### src/rtl/sprite_pkg.sv
//------------------------------------------------------------------------------
// Module   : sprite_pkg
// Brief    : Shared OAM entry layout, table size and evaluator state encoding.
// Revision : 1.0
//------------------------------------------------------------------------------
`default_nettype none

package sprite_pkg;

    localparam int OAM_ENTRIES = 64;
    localparam int OAM_AW      = 6;

    typedef struct packed {
        logic [7:0] x;
        logic [7:0] attr;
        logic [7:0] tile;
        logic [7:0] y;
    } oam_entry_t;

    typedef enum logic [1:0] {
        ST_IDLE = 2'd0,
        ST_SCAN = 2'd1,
        ST_DONE = 2'd2
    } eval_state_t;

    // Row of the target line inside a sprite; wraps modulo 256 so sprites
    // near the bottom of the Y range continue onto the top lines.
    function automatic logic [7:0] line_diff(input logic [7:0] line, input logic [7:0] y);
        return line - y;
    endfunction

endpackage

`default_nettype wire

### src/rtl/sprite_line_buffer.sv
//------------------------------------------------------------------------------
// Module   : sprite_line_buffer
// Brief    : Secondary sprite register file, one write port, one combinational read.
// Revision : 1.0
//------------------------------------------------------------------------------
`default_nettype none

module sprite_line_buffer #(
    parameter int DEPTH = 8,
    parameter int AW    = 3,
    parameter int DW    = 36
) (
    input  logic          clk,
    input  logic          i_we,
    input  logic [AW-1:0] i_waddr,
    input  logic [DW-1:0] i_wdata,
    input  logic [AW-1:0] i_raddr,
    output logic [DW-1:0] o_rdata
);

    logic [DW-1:0] r_mem [DEPTH];

    // Contents are deliberately not reset; the owner gates validity by count.
    always_ff @(posedge clk) begin
        if (i_we) begin
            r_mem[i_waddr] <= i_wdata;
        end
    end

    assign o_rdata = r_mem[i_raddr];

endmodule

`default_nettype wire

### src/rtl/sprite_evaluator.sv
//------------------------------------------------------------------------------
// Module   : sprite_evaluator
// Brief    : Walks all 64 OAM entries per scanline and collects intersecting
//            sprites into a secondary buffer. SPRITE_ZERO_FLAG_EN adds the
//            sprite-zero-in-line flag.
// Revision : 1.0
//------------------------------------------------------------------------------
`default_nettype none

module sprite_evaluator
    import sprite_pkg::*;
#(
    parameter  int MAX_SPRITES   = 8,
    parameter  int SPRITE_HEIGHT = 8,
    localparam int IDXW          = (MAX_SPRITES > 1) ? $clog2(MAX_SPRITES) : 1,
    localparam int CNTW          = $clog2(MAX_SPRITES) + 1
) (
    input  logic              clk,
    input  logic              reset,
    input  logic              start,
    input  logic [7:0]        scanline,
    output logic [OAM_AW-1:0] oam_read_addr,
    input  logic [31:0]       oam_read_data,
    output logic              busy,
    output logic              done,
    output logic [CNTW-1:0]   sprite_count,
    output logic              overflow,
    output logic              sprite0_in_line,
    input  logic [IDXW-1:0]   sec_read_idx,
    output logic [31:0]       sec_read_data,
    output logic [3:0]        sec_read_row
);

    localparam logic [CNTW-1:0]   c_CNT_MAX  = CNTW'(MAX_SPRITES);
    localparam logic [7:0]        c_HEIGHT   = 8'(SPRITE_HEIGHT);
    localparam logic [OAM_AW-1:0] c_LAST_IDX = OAM_AW'(OAM_ENTRIES - 1);

    eval_state_t       r_state;
    eval_state_t       w_state_nxt;
    logic [OAM_AW-1:0] r_idx;
    logic [7:0]        r_line;
    logic [CNTW-1:0]   r_count;
    logic              r_overflow;

    oam_entry_t        w_entry;
    logic [7:0]        w_diff;
    logic              w_hit;
    logic              w_full;
    logic              w_we;
    logic              w_ovf;
    logic              w_last;
    logic [35:0]       w_rdata;

    assign w_entry = oam_entry_t'(oam_read_data);
    assign w_diff  = line_diff(r_line, w_entry.y);
    assign w_hit   = (r_state == ST_SCAN) && (w_diff < c_HEIGHT);
    assign w_full  = (r_count == c_CNT_MAX);
    assign w_we    = w_hit && !w_full;
    assign w_ovf   = w_hit && w_full;
    assign w_last  = (r_idx == c_LAST_IDX);

    always_ff @(posedge clk) begin
        if (!reset) begin
            r_state <= ST_IDLE;
        end else begin
            r_state <= w_state_nxt;
        end
    end

    always_comb begin
        w_state_nxt   = r_state;
        busy          = 1'b0;
        done          = 1'b0;
        oam_read_addr = '0;
        unique case (r_state)
            ST_IDLE: begin
                if (start) begin
                    w_state_nxt = ST_SCAN;
                end
            end
            ST_SCAN: begin
                busy          = 1'b1;
                oam_read_addr = r_idx;
                if (w_ovf || w_last) begin
                    w_state_nxt = ST_DONE;
                end
            end
            ST_DONE: begin
                done        = 1'b1;
                w_state_nxt = ST_IDLE;
            end
            default: w_state_nxt = ST_IDLE;
        endcase
    end

    always_ff @(posedge clk) begin
        if (!reset) begin
            r_idx      <= '0;
            r_line     <= '0;
            r_count    <= '0;
            r_overflow <= 1'b0;
        end else if (r_state == ST_IDLE) begin
            if (start) begin
                r_idx      <= '0;
                r_line     <= scanline;
                r_count    <= '0;
                r_overflow <= 1'b0;
            end
        end else if (r_state == ST_SCAN) begin
            if (w_we) begin
                r_count <= r_count + CNTW'(1);
            end
            if (w_ovf) begin
                r_overflow <= 1'b1;
            end
            if (!w_last && !w_ovf) begin
                r_idx <= r_idx + OAM_AW'(1);
            end
        end
    end

`ifdef SPRITE_ZERO_FLAG_EN
    logic r_sprite0;

    // Entry 0 can only ever land in slot 0, so its hit alone sets the flag.
    always_ff @(posedge clk) begin
        if (!reset) begin
            r_sprite0 <= 1'b0;
        end else if (r_state == ST_IDLE && start) begin
            r_sprite0 <= 1'b0;
        end else if (w_we && r_idx == '0) begin
            r_sprite0 <= 1'b1;
        end
    end

    assign sprite0_in_line = r_sprite0;
`else
    assign sprite0_in_line = 1'b0;
`endif

    sprite_line_buffer #(
        .DEPTH (MAX_SPRITES),
        .AW    (IDXW),
        .DW    (36)
    ) u_line_buffer (
        .clk     (clk),
        .i_we    (w_we),
        .i_waddr (r_count[IDXW-1:0]),
        .i_wdata ({oam_read_data, w_diff[3:0]}),
        .i_raddr (sec_read_idx),
        .o_rdata (w_rdata)
    );

    assign sec_read_data = w_rdata[35:4];
    assign sec_read_row  = w_rdata[3:0];
    assign sprite_count  = r_count;
    assign overflow      = r_overflow;

endmodule

`default_nettype wire

### config.mk
export PLATFORM = sky130hd
export DESIGN_NAME = sprite_evaluator
export DESIGN_NICKNAME = d
export VERILOG_FILES = /design/src/rtl/sprite_pkg.sv /design/src/rtl/sprite_line_buffer.sv /design/src/rtl/sprite_evaluator.sv
export SDC_FILE = /design/constraint.sdc
export NUM_CORES = 1
export LEC_CHECK = 0
export CAP_MARGIN = 25
export CORE_ASPECT_RATIO = 2
export CORE_MARGIN = 5
export CORE_UTILIZATION = 52
export DETAILED_ROUTE_END_ITERATION = 16
export GPL_TIMING_DRIVEN = 0
export PLACE_DENSITY = 0.75
export SLEW_MARGIN = 25
export SYNTH_ARGS = -nofsm -noshare
export SYNTH_HDL_FRONTEND = slang
export SYNTH_SLANG_ARGS = --single-unit
### constraint.sdc
create_clock -name clk -period 5.9 [get_ports clk]
set_input_delay 1.18 -clock clk [delete_from_list [all_inputs] [get_ports clk]]
set_output_delay 1.18 -clock clk [all_outputs]
set_load 0.005 [all_outputs]
# After elaboration in Yosys (flattened, before gate mapping)

Memory sizes are Yosys's and may differ from the RTL's.
Cells that the tools add are included.
W data, S select, Z words.

Output and inout bits: 50
Latch bits: 0
Bits of input ports: 46
Memory bits (writable): 288
ROM bits: 0
Word-level logic and storage cells: 54
Flip-flop bits (word level): 21
Memories kept: 1

Memory list:

| memory              | words | bits a word | read ports | clocked after memory_dff | wr ports | RTL line                 | text |
|---|---|---|---|---|---|---|---|
| u_line_buffer.r_mem | 8     | 36          | 1          | 0                        | 1        | sprite_line_buffer.sv:21 | `logic [DW-1:0] r_mem [DEPTH];` |

$lt $le $gt $ge: 1
Equal/unequal tests: 6
Shift operators: 0
Add/sub/neg operators: 3
Mux-type cells: 20
$mul: 0
Divide/modulo/power cells: 0
Reductions and logical operators: 18
Bitwise operators: 0

Operators by type and width:

| cell                  | count |
|---|---|
| $mux W6               | 5 |
| $mux W4               | 4 |
| $reduce_and A3 Y1     | 3 |
| $lt A8 B4 Y1 const B  | 1 |
| $mux W1               | 8 |
| $reduce_bool A2 Y1    | 4 |
| $sub A8 B8 Y8         | 1 |
| $add A6 B1 Y6 const B | 1 |
| $eq A6 B6 Y1 const B  | 1 |
| $add A4 B1 Y4 const B | 1 |
| $eq A4 B4 Y1 const B  | 1 |
| $logic_and A1 B1 Y1   | 4 |
| $mux W2               | 2 |
| $ne A2 B2 Y1 const B  | 2 |
| $pmux W2 S2           | 1 |
| $reduce_and A2 Y1     | 2 |
| $logic_not A1 Y1      | 3 |
| $eq A2 B1 Y1 const B  | 1 |
| $eq A2 B2 Y1 const B  | 1 |
| $logic_not A2 Y1      | 1 |
| $logic_or A1 B1 Y1    | 1 |

# Depth between registers and ports, before layout

Gate-level depths: netlist of the first run.

Word-level depth: 9
Mapped depth: 11
Depth with buffers taken out: 10

# By module

Synthesis of the first run repeated with hierarchy kept, for this count alone.

Cell total of the unflattened synthesis: 613
Area total of the unflattened synthesis: 12568.3 µm²

Modules (own cells, without submodules):

| module             | area each (µm²) | times used | cells an instance | seq. area each (µm²) |
|---|---|---|---|---|
| sprite_line_buffer | 11141.9         | 1          | 429               | 8648.3 |
| sprite_evaluator   | 1426.4          | 1          | 184               | 420.4 |

# Worst setup path after synthesis of the first run

Ideal clock, no wire load.

Path kind: input to register
Start point: input port oam_read_data[0]
End point: memory u_line_buffer.r_mem[2][0], enable pin
Cell stages on the path: 9
Arrival time: 5760 ps
Library setup time: 474 ps
Required time: 5426 ps
Slack: -334 ps
Buffers on the path: 0
Path through: ha_1 -> fa_1 -> nand2b_1 -> a21oi_2 -> mux2i_1 -> or4b_4 -> nor4_4 -> nand2b_1 -> nor3_1

Longest elaborated chain between the ends: 6

Ends and longest elaborated chain:

| element                       | RTL line                 | text |
|---|---|---|
| from (decl)                   | sprite_evaluator.sv:23   | `input logic [31:0] oam_read_data,` |
| $sub A8 B8 Y8                 | sprite_pkg.sv:29         | `return line - y;` |
| $lt A8 B4 Y1                  | sprite_evaluator.sv:56   | `assign w_hit = (r_state == ST_SCAN) && (w_diff < c_HEIGHT);` |
| $logic_and A1 B1 Y1           | sprite_evaluator.sv:56   |  |
| $logic_and A1 B1 Y1           | sprite_evaluator.sv:58   | `assign w_we = w_hit && !w_full;` |
| $mux W1                       | sprite_line_buffer.sv:25 | `if (i_we) begin` |
| $mux W1 (not written as such) | sprite_line_buffer.sv:26 | `r_mem[i_waddr] <= i_wdata;` |
| to (decl)                     | sprite_line_buffer.sv:21 |  |

Every way passes these cells.

# Worst setup path after layout of the first run

Start point: input port oam_read_data[2]
End point: memory u_line_buffer.r_mem[0][34], enable pin

The elaborated chain is that of the path after synthesis.

==> reports/metrics.cfg, run 1 <==
[global_routing]
antenna_found_initial = 0
use_met2_pct = 38.2
grt-ovfl-total = 0
grtUsageTotal_pct = 19.7
first_global_vias = 6935
gr-usage-met1_pct = 21.8
grt_max_degree = 20
gr-usage-met3_pct = 3.47
grt_pass1_wl_um = 40300
grt.busiest_layer = met2

[yosys]
ys_top_cells_by_count = 288 x edfxtp_1, 72 x mux4_2, 36 x mux2_2, 29 x nand2_1, 21 x dfxtp_1
synth_top_cell_by_area = edfxtp_1
yosysMostFrequentCell = edfxtp_1
synth_warnings = 0
async_reset_ff_share_pct = 0
synth_flop_cell = edfxtp_1
synth_nets = 664
ys_types = 47
avgSynthCellArea_sq_um = 20.1
ys_seq_area_share_pct = 74.3
synthCells = 607
synthDominantCellAreaShare_pct = 70.9
synth_seq_cells = 309
synthTopCellsByArea = edfxtp_1 71%, mux4_2 13%, dfxtp_1 3.4%
syn_area_sq_mm = 0.0122
synth-edff-count = 288

[timing]
period_share_pct = 90.9
maxSlewHeadroom_pct = 34.7
finalCriticalPeriod_ps = 5360
max_freq_mhz = 186
hold_ws_ps = 480
fin_setup_tns_ps = 0
rsz0062_at_grt = no
clock_skew_ps = 8.76
slew_violations = 0
finalHoldViolCount = 0
tightest_slew_ps = 979
setup_violations = 0

[worst_setup_path]
cp-endpoint = u_line_buffer.r_mem[0][34]
crit_start = oam_read_data[2]
r2r-end = u_line_buffer.r_mem[0][34]
critPathRequiredTime_ps = 6140
cpLargestDelayFamily = simple AND/OR/NAND/NOR gates
critical_path_buf_inv_count = 5
r2r_cells = 13
crit_path_cell_trace = clkdlybuf4s50_1 -> inv_1 -> ha_1 -> o21ai_1 -> a21oi_1 -> mux2i_1 -> or4b_4 -> nor4_4 -> nand2b_1 -> nor3_2 -> buf_6 -> buf_4 -> buf_4
rr_startpoint = r_line[0]
slowest_stage = clkdlybuf4s50_1
cp-end-kind = register
crit_type = primary input to register
start_kind = primary input
max_stage_delay_ps = 660
cp_num_cells = 13
cp_max_fo = 9
rrSetupSlack_ps = 1610
cp.arrival_ps = 5600
cp_common_cell = buf_4

[route]
drt_iter0_drc = 424
antenna_left = 0
post_drt_wl_per_cell_um = 24.6
dr_total_vias = 6248
routed_wl_um = 26100
drc = 0
firstDrtPassIters = 4
via_per_inst = 5.88

[cts]
cts.repair.resized = 0
htreeDepth = 1
cts_made_buffers = 25
clock_latency_ps = 530
clk_path_buf_depth = 3
postCtsSetupBuffers = 0
cts_root_buf = clkbuf_16
hold_buffers = 0
cts_tree = done
cts_sinks = 309
clk_pin_slew_worst_paths_ps = 60

[placement]
place_congestion = 0.777
dp_hpwl_um = 18100
placement.cell_area_sq_mm = 0.0139
port_buffers = 90

[run]
drv_cap = 0

[floorplanning]
ios = 96
core_sq_mm = 0.0232
row_count = 79
die_x_um = 118
die_area_sq_mm = 0.0268
start_util_pct = 52.5
die_h_um = 227

[power]
total_power_uw = 4370
p_leak_uw = 0.00474
peakVddDrop_mv = 0.241
p_per_area_mw_per_mm2 = 298

[layout]
final_cell_area_sq_mm = 0.0147
area_growth_pct = 20.2
drive_gt1_share_pct = 25.5
layout.nets = 818
fillers = 1545
antennaDiodeCount = 0
final_core_utilization_pct = 63.2

[min_path]
hp-class = register to register

[run_status]
status = complete, no violations

placed cells by master, fill, tap and decap left out, types with 6 or more instances in the layout:
cell type,count
edfxtp_1,288
clkdlybuf4s50_1,90
mux4_2,72
mux2_2,36
nand2_1,29
buf_4,28
clkbuf_16,25
clkbuf_1,23
dfxtp_1,21
inv_1,15
nor2_1,12
a21oi_1,12
a21boi_0,10
ha_1,10
and2_1,9
buf_6,7
buf_1,6
nor3_2,6
worst min-delay path by stage:
stage                    from        end  cells past startpoint
finish              r_line[2]  r_line[2]                      2
global route        r_line[2]  r_line[2]                      2
CTS                 r_line[2]  r_line[2]                      2
detailed placement  r_line[2]  r_line[2]                      2
global placement    r_line[0]  r_line[0]                      2
floorplan           r_line[0]  r_line[0]                      2
flip-flops by register name, indices dropped and copies added (netlist names):
signal / count
overflow: 1
r_idx: 6
r_line: 8
r_state: 2
sprite_count: 4
u_line_buffer.r_mem: 288
per-layer routing:
layer	share of wire [%]	vias to the layer above	routed length, um
li1	-	2767	-
met1	35	3276	9150
met2	58	168	15100
met3	4.6	37	1190
met4	2.3	0	590
met5	0	-	0
stage by stage:
stage          worst slack, ps  instances
5_1_grt                    265       1062
3_5_place_dp              32.2       1016
4_1_cts                    527       1061
2_1_floorplan             -334        607
6_report                   537       1062
3_3_place_gp             -3670        980
power breakdown:
part           internal (uW)  total, uW  switching [uW]
combinational            149        297             148
clock                    915       1660             745
sequential              2410       2410            5.80
cell families after synthesis:
kind of cell | count (synthesis) | synth area share (%)
adders and majority gates | 11 | 1.19
buffers and inverters | 43 | 1.35
xor gates and xnor gates | 4 | 0.287
and+or+nand+nor | 88 | 3.78
AOI/OAI and AO/OA | 40 | 2.20
other | 1 | 0.0307
muxes | 111 | 16.9
DFF | 309 | 74.3
worst register-to-register path: cells and delay by family (launching register included):
| family | cells | cell delay (ps) |
|---|---|---|
| adders and majority gates | 2 | 600 |
| DFF | 1 | 330 |
| muxes | 1 | 120 |
| and+or+nand+nor | 5 | 2120 |
| buffers and inverters | 4 | 660 |
| AOI/OAI and AO/OA | 1 | 180 |
layout make-up:
class | count | area, sq um | share of cell area (%)
Clock inverter | 15 | 158 | 1.07
Tap cell | 283 | 354 | 2.41
Buffer | 27 | 108 | 0.733
Sequential cell | 309 | 9070 | 61.8
Clock buffer | 30 | 644 | 4.39
Multi-Input combinational cell | 255 | 3020 | 20.6
Inverter | 16 | 60.1 | 0.409
Timing Repair Buffer | 127 | 1260 | 8.62
Power figures use the tool's default switching activity.
==> run 2: changes to the inputs <==
--- a/config.mk
+++ b/config.mk
@@ -7,7 +7,7 @@
 export LEC_CHECK = 0
 export CAP_MARGIN = 25
 export CORE_ASPECT_RATIO = 2
-export CORE_MARGIN = 5
+export CORE_MARGIN = 3
 export CORE_UTILIZATION = 52
 export DETAILED_ROUTE_END_ITERATION = 16
 export GPL_TIMING_DRIVEN = 0
==> run 2 against run 1 <==
Utilization rose by 1.3 points; fmax down 4.3%; sequential share of layout area shrank 0.49 points; critical path type unchanged; largest cell class unchanged; routed wire length fell by 1.1%; clock skew up 7.8 ps.
==> reports/metrics.cfg, run 2 (synthesis gave the netlist of run 1 again) <==
[placement]
placedCellCount = 1011  ; -0.49%
place_congestion = 0.805  ; +3.7%
placement.cell_area_sq_mm = 0.0139  ; +0.12%
port_buffers = 90  ; unchanged
dp_hpwl_um = 17900  ; -1.1%
dp_slack_ps = -287  ; -320 ps

[timing]
finalHoldViolCount = 0  ; unchanged
setup_violations = 0  ; unchanged
fin_setup_tns_ps = 0  ; unchanged
clock_skew_ps = 16.6  ; +7.80 ps
maxSlewHeadroom_pct = 40.0  ; +5.3 points
slew_violations = 0  ; unchanged
rsz0062_at_grt = yes
max_freq_mhz = 178  ; -4.3%
finalCriticalPeriod_ps = 5610  ; +243 ps
tightest_slew_ps = 900  ; -78.8 ps
setup_slack_ps = 294  ; -243 ps
period_share_pct = 95.0  ; +4.1 points

[layout]
largest_register_ffs = 288  ; unchanged
layout.cells.non_filler = 1060  ; -0.19%
layout.nets = 817  ; -0.12%
reg_top3 = u_line_buffer.r_mem (288), r_line (8), r_idx (6)
final_cell_area_sq_mm = 0.0148  ; +0.79%
ff_latch_area_sq_mm = 0.00907  ; unchanged
final_cell_mix = 288 x edfxtp_1, 90 x clkdlybuf4s50_1, 72 x mux4_2
final_core_utilization_pct = 64.5  ; +1.3 points
multi_input_area_sq_mm = 0.00303  ; +0.42%
top_register = u_line_buffer.r_mem
drive_gt1_share_pct = 25.7  ; +0.13 points
layout_commonest_cell = edfxtp_1
fillers = 1519  ; -1.7%
area_growth_pct = 21.2

[route]
antenna_left = 0  ; unchanged
post_drt_wl_per_cell_um = 24.3  ; -0.93%
via_per_inst = 5.96  ; +1.2%
drc = 0  ; unchanged
firstDrtPassIters = 5  ; +1
dr_total_vias = 6313  ; +1.0%
drt_iter0_drc = 444  ; +4.7%
routed_wl_um = 25800  ; -1.1%

[worst_setup_path]
cp_num_cells = 13  ; unchanged
critPathRequiredTime_ps = 6130  ; about the same
start_kind = primary input
r2r-end = u_line_buffer.r_mem[4][27]
cp_common_cell = buf_4
rrSetupSlack_ps = 1380  ; -230 ps
slowest_stage = clkdlybuf4s50_1
crit_path_cell_trace = clkdlybuf4s50_1 -> inv_1 -> ha_1 -> o21ai_1 -> a21oi_1 -> mux2i_1 -> or4b_4 -> nor4_4 -> nand2_1 -> nor3_2 -> buf_4 -> buf_4 -> buf_4
rr_startpoint = r_line[0]
max_stage_delay_ps = 650  ; about the same
critical_path_buf_inv_count = 5  ; unchanged
crit_type = primary input to register
cpLargestDelayFamily = simple AND/OR/NAND/NOR gates
cp-endpoint = u_line_buffer.r_mem[4][27]
cp.arrival_ps = 5830  ; +230 ps
cp-end-kind = register
crit_start = oam_read_data[2]
cp_max_fo = 9  ; unchanged
r2r_cells = 13  ; unchanged

[cts]
clock_latency_ps = 540  ; about the same
cts_made_buffers = 25  ; unchanged
clk_path_buf_depth = 3  ; unchanged
postCtsSetupBuffers = 0  ; unchanged
htreeDepth = 1  ; unchanged
cts.repair.resized = 0  ; unchanged
cts_sinks = 309  ; unchanged
cts_tree = done
clk_pin_slew_worst_paths_ps = 70  ; about the same
hold_buffers = 0  ; unchanged
cts_root_buf = clkbuf_16

[global_routing]
first_global_vias = 6865  ; -1.0%
grt-ovfl-total = 0  ; unchanged
grt_pass1_wl_um = 39900  ; -0.91%
grt_max_degree = 19  ; -5.0%
antenna_found_initial = 1  ; +1
grtUsageTotal_pct = 20.9  ; +1.2 points

[min_path]
hp-class = register to register

[power]
p_leak_uw = 0.00478  ; +0.79%
peakVddDrop_mv = 0.291  ; +21%
p_per_area_mw_per_mm2 = 303  ; +1.6%

[floorplanning]
row_count = 78  ; -1.3%
core_sq_mm = 0.0229  ; -1.3%
ios = 96  ; unchanged
die_h_um = 223  ; -1.8%
die_x_um = 114  ; -3.4%
die_area_sq_mm = 0.0255  ; -5.1%
start_util_pct = 53.2  ; +0.67 points

[run_status]
status = complete, no violations

[run]
drv_cap = 0  ; unchanged

-- run 2: cell count changes in the layout (fill, tap and decap cells not counted), sizes merged --
cell    previous run  this run
buf               44        42
clkinv             9         5
diode              0         1
clkbuf            50        54
bufinv             3         5
-- run 2: worst min-delay path by stage --
stage | start | end | slack [ps] | cells past startpoint
3_5_place_dp | r_line[5] | r_line[5] | 460 | 2
3_3_place_gp | r_line[0] | r_line[0] | 460 | 2
2_1_floorplan | r_line[0] | r_line[0] | 440 | 2
5_1_grt | r_line[5] | r_line[5] | 500 | 2
4_1_cts | r_line[5] | r_line[5] | 470 | 2
6_report | r_line[5] | r_line[5] | 470 | 2
-- run 2: per-layer routing --
layer	vias up	part of all wire, %	wire, um	global-route usage, %
li1	2768	-	-	-
met2	209	57	14700	38.5
met5	-	0	0	0
met1	3281	35	9130	24.2
met4	0	2.9	753	8.21
met3	55	4.7	1200	2.97
-- run 2: worst register-to-register path: stages (launching register included) --
cell	delay (ps)
dfxtp_1	330
inv_1	40
ha_1	190
fa_1	390
nand2b_1	170
a21oi_2	190
mux2i_1	120
or4b_4	520
nor4_4	570
nand2_1	340
nor3_2	650
buf_4	300
buf_4	200
buf_4	220
-- run 2: metrics by stage --
step | hold slack, ps | power (uW)
after detailed placement | 464 | 2760
after CTS | 474 | 4510
final | 469 | 4480
after global placement | 461 | 2750
after floorplan | 443 | 2620
after global routing | 498 | 4610
-- run 2: area by class of cell --
class	instances	area share, %
Sequential cell	309	61.3
Clock inverter	13	1.35
Timing Repair Buffer	126	8.76
Clock buffer	33	4.57
Antenna cell	1	0.0169
Tap cell	280	2.37
Inverter	16	0.406
Multi-Input combinational cell	255	20.5
Buffer	27	0.736
-- run 2: power breakdown --
part           internal [uW]  switching, uW  leakage, uW
registers               2410           5.22      0.00276
logic                    149            148      0.00161
clock network           1030            735     0.000416
